**src/rtl/brch_ckpt_fifo.sv**
```systemverilog
// brch_ckpt_fifo -- branch checkpoint queue.
//
// Holds up to DEPTH in-flight branch checkpoints {indx, pos} in age order.
// Branches are appended from up to LANES allocation lanes per cycle, retired
// from the head on commit, and on a mispredict the queue is cut back to the
// oldest entry carrying the mispredicted index, whose contents are returned
// for rename-state recovery one cycle later.
//
// Optional feature: define BRCH_CKPT_STATS_EN to build the saturating
// allocation / flush statistics counters. Without it the stat ports read 0.
//
// Ports:
//   clk, rst_n          clock (rising edge), asynchronous active-low reset
//   alloc_vld           per-lane allocate request, lane 0 is the oldest
//   alloc_indx/pos      per-lane branch index / checkpoint position (packed)
//   cmt_brch(_indx)     oldest branch commits, with its index
//   mis_pred, brch_mis_indx  mispredict and the offending branch index
//   full, empty, count  occupancy (from registered state only)
//   rcvr_vld/indx/pos   one-cycle recovery pulse with the matched entry
//   err                 sticky: overflow, commit mismatch, mispredict miss
//   stat_alloc/flush    statistics counters
module brch_ckpt_fifo #(
  parameter int DEPTH = 4,
  parameter int LANES = 4,
  parameter int IDX_W = 6,
  parameter int POS_W = 7
) (
  input  logic                         clk,
  input  logic                         rst_n,
  input  logic [LANES-1:0]             alloc_vld,
  input  logic [LANES*IDX_W-1:0]       alloc_indx,
  input  logic [LANES*POS_W-1:0]       alloc_pos,
  input  logic                         cmt_brch,
  input  logic [IDX_W-1:0]             cmt_brch_indx,
  input  logic                         mis_pred,
  input  logic [IDX_W-1:0]             brch_mis_indx,
  output logic                         full,
  output logic                         empty,
  output logic [$clog2(DEPTH+1)-1:0]   count,
  output logic                         rcvr_vld,
  output logic [IDX_W-1:0]             rcvr_indx,
  output logic [POS_W-1:0]             rcvr_pos,
  output logic                         err,
  output logic [15:0]                  stat_alloc,
  output logic [15:0]                  stat_flush
);

  localparam int PTR_W = $clog2(DEPTH);
  localparam int CNT_W = $clog2(DEPTH+1);
  // Wide enough to hold count + LANES without wrapping for the overflow test.
  localparam int SUM_W = CNT_W + 3;

  logic [PTR_W-1:0] r_head, r_tail;
  logic [CNT_W-1:0] r_count;
  logic             r_rcvr_vld, r_err;
  logic [IDX_W-1:0] r_rcvr_indx;
  logic [POS_W-1:0] r_rcvr_pos;
  logic [IDX_W-1:0] r_mem_indx [DEPTH];
  logic [POS_W-1:0] r_mem_pos  [DEPTH];

  logic [2:0]       w_lane_off [LANES];
  logic [2:0]       w_alloc_n;
  logic             w_cmt_ok, w_cmt_err;
  logic [PTR_W-1:0] w_head_eff;
  logic [CNT_W-1:0] w_count_eff;
  logic             w_mis_hit;
  logic [CNT_W-1:0] w_mis_off;
  logic [PTR_W-1:0] w_mis_slot;
  logic             w_ovf, w_alloc_ok, w_err_set;
  logic [PTR_W-1:0] w_tail_next;
  logic [CNT_W-1:0] w_count_next;

  // Write offset of each lane = number of asserted lanes below it, so gaps
  // in alloc_vld are squeezed out and entries land contiguously at the tail.
  for (genvar gi = 0; gi < LANES; gi++) begin : g_lane_off
    if (gi == 0) begin : g_first
      assign w_lane_off[gi] = 3'd0;
    end else begin : g_rest
      assign w_lane_off[gi] = w_lane_off[gi-1] + {2'b00, alloc_vld[gi-1]};
    end
  end
  assign w_alloc_n = w_lane_off[LANES-1] + {2'b00, alloc_vld[LANES-1]};

  // Commit is resolved first; the mispredict search and the overflow check
  // both see the queue as it stands after a successful pop.
  assign w_cmt_ok    = cmt_brch && (r_count != '0) && (r_mem_indx[r_head] == cmt_brch_indx);
  assign w_cmt_err   = cmt_brch && !w_cmt_ok;
  assign w_head_eff  = r_head + PTR_W'(w_cmt_ok);
  assign w_count_eff = r_count - CNT_W'(w_cmt_ok);

  // Oldest-match search: scan youngest to oldest so the oldest hit is the
  // last one written. A mispredict naming the branch being committed this
  // cycle is a miss, since that branch has already left the queue.
  always_comb begin
    logic [PTR_W-1:0] v_slot;
    w_mis_hit = 1'b0;
    w_mis_off = '0;
    v_slot    = '0;
    if (mis_pred && !(w_cmt_ok && (brch_mis_indx == cmt_brch_indx))) begin
      for (int k = DEPTH-1; k >= 0; k--) begin
        v_slot = w_head_eff + PTR_W'(k);
        if ((CNT_W'(k) < w_count_eff) && (r_mem_indx[v_slot] == brch_mis_indx)) begin
          w_mis_hit = 1'b1;
          w_mis_off = CNT_W'(k);
        end
      end
    end
  end
  assign w_mis_slot = w_head_eff + PTR_W'(w_mis_off);

  // Allocation lanes are ignored outright in a mispredict cycle.
  assign w_ovf      = !mis_pred && ((SUM_W'(w_count_eff) + SUM_W'(w_alloc_n)) > SUM_W'(DEPTH));
  assign w_alloc_ok = !mis_pred && !w_ovf && (w_alloc_n != 3'd0);
  assign w_err_set  = w_cmt_err || (mis_pred && !w_mis_hit) || w_ovf;

  always_comb begin
    w_tail_next  = r_tail;
    w_count_next = w_count_eff;
    if (w_mis_hit) begin
      // Matched entry and everything younger are discarded.
      w_tail_next  = w_mis_slot;
      w_count_next = w_mis_off;
    end else if (w_alloc_ok) begin
      w_tail_next  = r_tail + PTR_W'(w_alloc_n);
      w_count_next = w_count_eff + CNT_W'(w_alloc_n);
    end
  end

  always_ff @(posedge clk or negedge rst_n) begin
    if (!rst_n) begin
      r_head      <= '0;
      r_tail      <= '0;
      r_count     <= '0;
      r_rcvr_vld  <= 1'b0;
      r_rcvr_indx <= '0;
      r_rcvr_pos  <= '0;
      r_err       <= 1'b0;
    end else begin
      r_head     <= w_head_eff;
      r_tail     <= w_tail_next;
      r_count    <= w_count_next;
      r_rcvr_vld <= w_mis_hit;
      if (w_mis_hit) begin
        r_rcvr_indx <= r_mem_indx[w_mis_slot];
        r_rcvr_pos  <= r_mem_pos[w_mis_slot];
      end
      if (w_err_set) r_err <= 1'b1;
    end
  end

  // Entry storage carries no reset; validity is tracked by head/count.
  always_ff @(posedge clk) begin
    for (int k = 0; k < LANES; k++) begin
      if (w_alloc_ok && alloc_vld[k]) begin
        r_mem_indx[r_tail + PTR_W'(w_lane_off[k])] <= alloc_indx[k*IDX_W +: IDX_W];
        r_mem_pos[r_tail + PTR_W'(w_lane_off[k])]  <= alloc_pos[k*POS_W +: POS_W];
      end
    end
  end

  assign count     = r_count;
  assign empty     = (r_count == '0);
  assign full      = (SUM_W'(r_count) + SUM_W'(LANES)) > SUM_W'(DEPTH);
  assign rcvr_vld  = r_rcvr_vld;
  assign rcvr_indx = r_rcvr_indx;
  assign rcvr_pos  = r_rcvr_pos;
  assign err       = r_err;

`ifdef BRCH_CKPT_STATS_EN
  logic [15:0] r_stat_alloc, r_stat_flush;
  logic [16:0] w_alloc_sum;

  assign w_alloc_sum = {1'b0, r_stat_alloc} + 17'(w_alloc_n);

  always_ff @(posedge clk or negedge rst_n) begin
    if (!rst_n) begin
      r_stat_alloc <= '0;
      r_stat_flush <= '0;
    end else begin
      if (w_alloc_ok)
        r_stat_alloc <= w_alloc_sum[16] ? 16'hFFFF : w_alloc_sum[15:0];
      if (w_mis_hit && (r_stat_flush != 16'hFFFF))
        r_stat_flush <= r_stat_flush + 16'd1;
    end
  end

  assign stat_alloc = r_stat_alloc;
  assign stat_flush = r_stat_flush;
`else
  assign stat_alloc = 16'h0000;
  assign stat_flush = 16'h0000;
`endif

endmodule

```
**config.mk**
```make
export PLATFORM = sky130hd
export DESIGN_NAME = brch_ckpt_fifo
export DESIGN_NICKNAME = d
export VERILOG_FILES = /design/src/rtl/brch_ckpt_fifo.sv
export SDC_FILE = /design/constraint.sdc
export NUM_CORES = 1
export LEC_CHECK = 0
export ABC_AREA = 1
export BUFFER_PORTS_ARGS = -buffer_cell sky130_fd_sc_hd__buf_2
export CAP_MARGIN = 30
export CORE_UTILIZATION = 30
export CTS_CLUSTER_SIZE = 24
export DETAILED_ROUTE_END_ITERATION = 8
export HOLD_SLACK_MARGIN = 0.15
export PLACE_DENSITY = 0.55
export SYNTH_ARGS = -nofsm -noshare
export SYNTH_HDL_FRONTEND = slang
export SYNTH_SLANG_ARGS = --single-unit
```
**constraint.sdc**
```tcl
create_clock -name clk -period 4.6 [get_ports clk]
set_input_delay 1.38 -clock clk [delete_from_list [all_inputs] [get_ports clk]]
set_output_delay 1.38 -clock clk [all_outputs]
set_load 0.03 [all_outputs]
```
# == Word level (Yosys, flattened, before mapping) ==
# Memory sizes are Yosys's and may differ from the RTL's. A register that Yosys moved wholly into a read port is not among the register bits.
# Cells that the tools add are included.
# word_totals
wordCells,87
reg_bits,9
ramBits,52
in_bits,72
output_inout_bits,52
mem_count,2
# classes
n_eq_ne,6
n_reduce_logical,30
n_lt_le_gt_ge,6
mux,22
add_sub_neg,16
# mem_list
memory,words,width,rd,rd_clocked_by_memory_dff,write_ports,line_no,source
r_mem_pos,4,7,1,1,4,59,logic [POS_W-1:0] r_mem_pos [DEPTH];
r_mem_indx,4,6,6,1,4,58,logic [IDX_W-1:0] r_mem_indx [DEPTH];
# op_table
op,count
$eq A6 B6 Y1,6
$mux W3,6
$logic_and A1 B1 Y1,17
$mux W1,13
$add A2 B2 Y2,4
$gt A4 B3 Y1 const B,2
$logic_not A1 Y1,7
$lt A1 B3 Y1 const A,2
$lt A2 B3 Y1 const A,2
$mux W2,3
$reduce_bool A3 Y1,2
$add A2 B1 Y2,2
$add A2 B2 Y2 const B,2
$add A3 B3 Y4,1
$add A3 B3 Y4 const B,1
$add A2 B1 Y3,1
$add A3 B1 Y3,1
$add A3 B3 Y3,1
$logic_not A3 Y1,1
$sub A3 B1 Y3,1
$add A1 B1 Y2,1
$add A2 B1 Y2 const B,1
$logic_or A1 B1 Y1,2
$reduce_bool A2 Y1,1

# == Depth between registers and ports, before layout ==
# Gate-level depths: netlist of the first run.
# An unclocked memory read counts as a cell.
# logic_depth
ltp_word,17
mapped_depth,37
ltp_nobuf,36

# == Least setup slack after synthesis of the first run ==
# No wires, ideal clock.
# synth_path
kind,in2reg
from,input alloc_vld[0]
to,memory r_mem_indx[1][0] (enable)
arrival_time_ns,4.643
cell_stages,13
setup_time_ns,0.389
slack_ns,-0.432
cell_sequence,fa_1 -> ha_1 -> fa_1 -> ha_1 -> a21o_1 -> a211oi_1 -> nand2_1 -> inv_2 -> nand2_1 -> clkbuf_1 -> nor2_1 -> nand2_1 -> o2111ai_1
# synth_rtl
item,line_no,source
"start, declared",30,"input logic [LANES-1:0] alloc_vld,"
"end, declared",58,

# == Final worst setup path of the first run ==
# layout_path
from,input cmt_brch_indx[1]
to,"register r_rcvr_indx[4], in the netlist rcvr_indx[4], read port of r_mem_indx"
# layout_via
elab_chain_len,13
# layout_lines
item,line_no,source
"start, declared",34,"input logic [IDX_W-1:0] cmt_brch_indx,"
$eq A6 B6 Y1 (*),86,assign w_cmt_ok = cmt_brch && (r_count != '0) && (r_mem_indx[r_head] == cmt_brch_indx);
$logic_and A1 B1 Y1 (*),86,
$add A2 B1 Y2 (*),88,assign w_head_eff = r_head + PTR_W'(w_cmt_ok);
named net w_head_eff[0],64,logic [PTR_W-1:0] w_head_eff;
$add A2 B2 Y2,101,v_slot = w_head_eff + PTR_W'(k);
$mem_v2 Z4 W6,--,
$eq A6 B6 Y1,102,if ((CNT_W'(k) < w_count_eff) && (r_mem_indx[v_slot] == brch_mis_indx)) begin
$logic_and A1 B1 Y1,102,
$mux W2,102,
$mux W3 (3 in a row),102,
$mux W3,99,if (mis_pred && !(w_cmt_ok && (brch_mis_indx == cmt_brch_indx))) begin
$add A2 B2 Y2,109,assign w_mis_slot = w_head_eff + PTR_W'(w_mis_off);
"end, declared",56,logic [IDX_W-1:0] r_rcvr_indx;
# The timed path passes the listed nets; every way through them passes the cells marked *.
# A chain may end at the register's enable or synchronous reset.

==> results of run 1 <==
worst paths after layout:
kind / depth (start not counted) / slack, ns / endpoint
worst max-delay path: 29 / 0.14 / rcvr_indx[4]
max in group asynchronous: 1 / 3.19 / err
worst min register to register: 2 / 0.47 / err
min in group asynchronous: 1 / 1.03 / rcvr_indx[3]
worst max register to register: 30 / 0.28 / rcvr_indx[4]
worst min-delay path: 2 / 0.47 / err
flip-flops by register name (all words and copies together) (netlist names):
register	cells
rcvr_pos	7
r_mem_indx	24
r_tail	2
err	1
r_head	2
count	3
rcvr_indx	6
rcvr_vld	1
r_mem_pos	28
metrics by stage:
| step | instances | worst slack [ns] | hold slack (ns) |
|---|---|---|---|
| after floorplan | 1132 | -0.2726 | 0.5416 |
| after global placement | 1545 | -0.4910 | 0.4641 |
| after detailed placement | 1545 | -0.4929 | 0.4660 |
| after CTS | 1563 | 0.008912 | 0.4792 |
| after global routing | 1581 | -0.07265 | 0.4964 |
| final | 1581 | 0.1439 | 0.4735 |
what timing repair did:
item,in CTS,in global routing
hold buffers,0,0
buffers inserted,2,11
resized for setup,10,81
cloned,0,7
endpoints found under the setup margin,13,118
pin swaps,2,34
cell families after synthesis:
| family | count (synthesis) | share of synthesized area, % |
|---|---|---|
| adder cells (fa/ha/maj) | 16 | 3.200 |
| other | 1 | 0.05388 |
| AO/OA/AOI/OAI | 132 | 10.08 |
| flip-flops | 74 | 30.34 |
| buffers and inverters | 188 | 12.91 |
| multiplexers | 14 | 2.013 |
| AND/OR/NAND/NOR | 665 | 40.01 |
| XOR/XNOR | 11 | 1.384 |
layout make-up:
type | instances | area [µm²] | area share [%]
flip-flops and latches | 74 | 2112 | 22.58
repair buffers | 220 | 1740 | 18.61
clock inverters | 6 | 65.06 | 0.6956
multi-input cells | 870 | 4408 | 47.12
inverters | 116 | 442.9 | 4.735
well taps | 285 | 356.6 | 3.812
clock buffers | 10 | 229.0 | 2.448
per-layer routing:
layer	track usage (%)	share of wire [%]
met5	0	0
met4	4.950	1.6
met3	2.494	7.8
met1	28.00	45
met2	33.18	46
cell usage in the layout, fill, tap and decap left out, drive strengths merged, types with 8 or more instances in the layout:
cell / instances
dfrtp: 22
mux2i: 14
nor3: 40
nand3: 99
buf: 214
nand2: 347
inv: 114
clkbuf: 16
conb: 32
nor2: 166
xor2: 8
a21oi: 15
ha: 13
o21ai: 110
edfxtp: 52
power by group through the flow:
stage               sequential (mW)  combinational, mW  clock (mW)
detailed placement             1.16               3.04           0
floorplan                      1.23               1.86           0
global placement               1.16               3.01           0
CTS                            1.15               3.08       0.707
finish                         1.16               3.50       0.698
global route                   1.18               3.84       0.736
critical path: cells and delay by family:
| kind | cells | cell delay (ns) |
|---|---|---|
| buffers and inverters | 6 | 0.65 |
| xor gates and xnor gates | 1 | 0.16 |
| AOI/OAI and AO/OA | 2 | 0.43 |
| adders and majority gates | 2 | 0.36 |
| and+or+nand+nor | 18 | 1.69 |
==> impl_metrics.ini, run 1 <==
[run_status]
status = complete, no violations

[sta]
tightest_slew_ns = 0.5535
max_freq_mhz = 224.4
fin_crit_ns = 4.456
rsz0062_at_grt = true
slew_viol_final = 0
hold_viol = 0
slew_headroom_pct = 63.10
fin_tns_setup_ns = 0
timing.final.crit_share_pct = 96.87
finClkSkew_ns = 0.01387
setup_violations = 0

[global_routing]
grt_use_total_pct = 20.16
grt_pass1_vias = 6773
antenna_found_initial = 0
grt_overflow = 0
grt_pass1_wl_mm = 37.07
grt_max_degree = 24

[worst_setup_path]
r2r_start = r_head[0]
critPathLaunch = cmt_brch_indx[1]
cp-end-kind = flip-flop
worst_setup_path_start_kind = input port
slowest_delay_ns = 0.36
arrival_ns = 4.68
cp_slowest_cell = o21ai_0
crit_type = in -> reg
crit_top_cell = nand2_1
cp_max_fo = 14
cp.required_ns = 4.83

[logic_synthesis]
avgSynthCellArea_um2 = 6.322
synth_top_area_share_pct = 22.43
yosysMostFrequentCell = nand2_1
synth_top_area_cell = edfxtp_1
yosysWarningCount = 0
yosys_register_bits = 74
netlist_area_mm2 = 0.006960
synth_common_cells = nand2_1, nor2_1, inv_1, nand3_1, o21ai_0
yosysSeqAreaShare_pct = 30.34
synthCells = 1101
ys.flop_type = edfxtp_1
synthArstFlopShare_pct = 29.73
synth_area_leaders = edfxtp_1, nand2_1, nor2_1
synth_edf_count = 52
synth_cell_types = 39

[clocking]
cts_htree_levels = 3
clk_latency_ns = 0.34
clk_pin_slew_worst_paths_ns = 0.06
cts_buffer_depth = 2
root_buffer = clkbuf_16
cts_made_buffers = 9
cts_sinks = 74
cts_tree = built

[route]
via_count = 7743
drc = 0
dr.pass1.iters = 5
drt_wl_total_mm = 24.71
first_iter_violations = 685
drt-vias-per-instance = 4.898
wl_per_cell_um = 15.63
ant_nets = 0

[placed_design]
portBuffers = 91
dp_hpwl_mm = 19.26
place_area_mm2 = 0.008461
place.gp.congestion = 0.9378

[final_layout]
final_core_util_pct = 41.19
drive_above_1_share_pct = 25.39
num-fill-cells = 2399
n_antenna_cell = 0
fin_nets = 1379
fin_area_mm2 = 0.009354
area_growth_pct = 34.39

[power]
switching_share_pct = 46.48
clkPwrFrac_pct = 13.0
intPower_mw = 2.866
ir_drop_v = 0.0002325
finalPower_mw = 5.356
combPwrFrac_pct = 65.3
power_density_mw_per_mm2 = 572.6
seqPwrFrac_pct = 21.7
p_switching_mw = 2.490
p_leak_nw = 4.650

[floorplan]
core_mm2 = 0.02271
die_w_um = 154.3
io-pin-count = 124
fp.dieH_um = 154.3
start_util_pct = 30.65
rows = 55
dieArea_mm2 = 0.02381

[hold_path]
hold_class = reg -> reg
min_from = err

[job]
cap_violations = 0
No activity file was read; power rests on OpenSTA's default activity.
==> inputs of run 2 (changes only) <==
- PLACE_DENSITY: 0.55 -> default
==> run 2 against run 1 <==
Effect of this change:
- global-route usage is essentially flat
- first-iteration DRC count fell by 5.1%
- sequential power about the same
- utilization shrank 0.57 points
- critical endpoint is now r_mem_indx[0][2]
- largest cell class unchanged
==> impl_metrics.ini, run 2 (same netlist as run 1, synthesis figures left out) <==
[global_routing]
grt_pass1_wl_mm = 37.12
grt_pass1_vias = 6783
grt_max_degree = 23
grt_use_total_pct = 20.18
antenna_found_initial = 0
grt_overflow = 0

[route]
first_iter_violations = 650
dr.pass1.iters = 7
via_count = 7707
wl_per_cell_um = 15.39
drt_wl_total_mm = 24.36
drt-vias-per-instance = 4.869
ant_nets = 0
drc = 0

[placed_design]
place.gp.congestion = 0.9559
pre_cts_ws_ns = -0.3528
place_area_mm2 = 0.008583
portBuffers = 91
dp_hpwl_mm = 19.66

[sta]
timing.final.crit_share_pct = 98.03
fin_crit_ns = 4.509
setup_violations = 0
max_freq_mhz = 221.8
setup_ws_ns = 0.09076
holdWs_ns = 0.4719
tightest_slew_ns = 0.5698
slew_viol_final = 0
slew_headroom_pct = 61.89
finClkSkew_ns = 0.008988
hold_viol = 0

[clocking]
clk_pin_slew_worst_paths_ns = 0.06
cts_sinks = 74
cts_made_buffers = 9
root_buffer = clkbuf_16
clk_latency_ns = 0.34
cts_hold_buf = 0
cts_buffer_depth = 2
cts_tree = built
cts_htree_levels = 3

[power]
finalPower_mw = 5.192
power_density_mw_per_mm2 = 562.8
ir_drop_v = 0.0002482
p_leak_nw = 4.614

[final_layout]
final_common_cell = nand2_1
fin_area_mm2 = 0.009225
seq_area_mm2 = 0.002112
final_core_util_pct = 40.62
multi_input_area_mm2 = 0.004349
num-fill-cells = 2410
fin_nets = 1381
final_cell_mix = nand2_1, nor2_1, buf_4
largest_reg_flops = 28
n_antenna_cell = 0
area_growth_pct = 32.54
drive_above_1_share_pct = 23.88

[worst_setup_path]
slowest_delay_ns = 0.59
crit_type = in -> reg
worst_setup_path_start_kind = input port
arrival_ns = 4.65
critical_path.cell_chain = buf_2 > fa_1 > ha_2 > fa_2 > fa_1 > o21ai_2 > nand2_1 > inv_2 > nand3_2 > inv_2 > nand3_1 > nand2_1 > buf_6 > nor3_1 > nor2_1
path_buf_inv = 4
cp_top_family = adder cells
cp-end-kind = flip-flop
cp_slowest_cell = fa_2
cp_max_fo = 11
cp.required_ns = 4.74

[floorplan]
core_mm2 = 0.02271
rows = 55
fp.dieH_um = 154.3
io-pin-count = 124
die_w_um = 154.3
dieArea_mm2 = 0.02381
start_util_pct = 30.65

[hold_path]
hold_class = reg -> reg

[run_status]
status = complete, no violations

[job]
cap_violations = 0
## run 2: what timing repair did
action | 4_1_cts | 5_1_grt
endpoints found under the setup margin | 1 | 118
hold endpoints to repair | 0 | 0
pin swaps | 0 | 18
gates cloned | 0 | 1
gates resized for setup | 1 | 72
setup buffers | 0 | 8
## run 2: report_power, final
part	switching [mW]	internal [mW]	leakage, nW
clock	0.293	0.429	0.145
sequential	0.155	1.00	0.744
combinational	2.01	1.30	3.73
## run 2: layout make-up
class	instances	area share, %
clock buffer	9	2.441
clock inverter	7	0.8952
sequential	74	22.89
timing repair buffer	221	17.96
inverter	116	4.801
tap	285	3.865
multi-input combinational	871	47.14
## run 2: metrics by stage
step | cells | TNS (ns)
finish | 1583 | 0
global route | 1583 | -0.08286
CTS | 1574 | 0
detailed placement | 1558 | -27.51
global placement | 1558 | -22.85
floorplan | 1132 | -5.457
## run 2: worst paths after layout
check	startpoint	end	slack, ns	depth (start not counted)
min	err	err	0.47	2
min in group asynchronous	rst_n	rcvr_vld	1.02	1
min reg2reg	err	err	0.47	2
max	alloc_vld[0]	r_mem_indx[0][2]	0.09	15
max reg2reg	r_head[1]	r_mem_pos[3][6]	0.38	26
max in group asynchronous	rst_n	r_head[1]	3.21	1
## run 2: metal layers
layer / GRT usage, % / share of wire [%]
met3: 1.877 / 6.7
met1: 28.06 / 45
met5: 0 / 0
met4: 7.591 / 2.8
met2: 32.42 / 45
## run 2: worst reg2reg max path, stage by stage, from the launching register on
cell     delay, ns
dfrtp_1       0.64
inv_6         0.11
nand3_1       0.22
nand3_1       0.11
nand2_1       0.08
inv_1         0.03
nand2_1       0.06
nor2_2        0.05
nand2_2       0.09
inv_2         0.06
buf_4         0.13
ha_1          0.20
ha_4          0.29
inv_2         0.07
fa_1          0.41
inv_1         0.10
xor2_2        0.15
o21ai_2       0.08
nand2_1       0.08
inv_2         0.06
nand2_2       0.09
nor2_4        0.05
buf_12        0.13
nand3_4       0.10
nand2_1       0.10
buf_12        0.16
o21ai_0       0.36
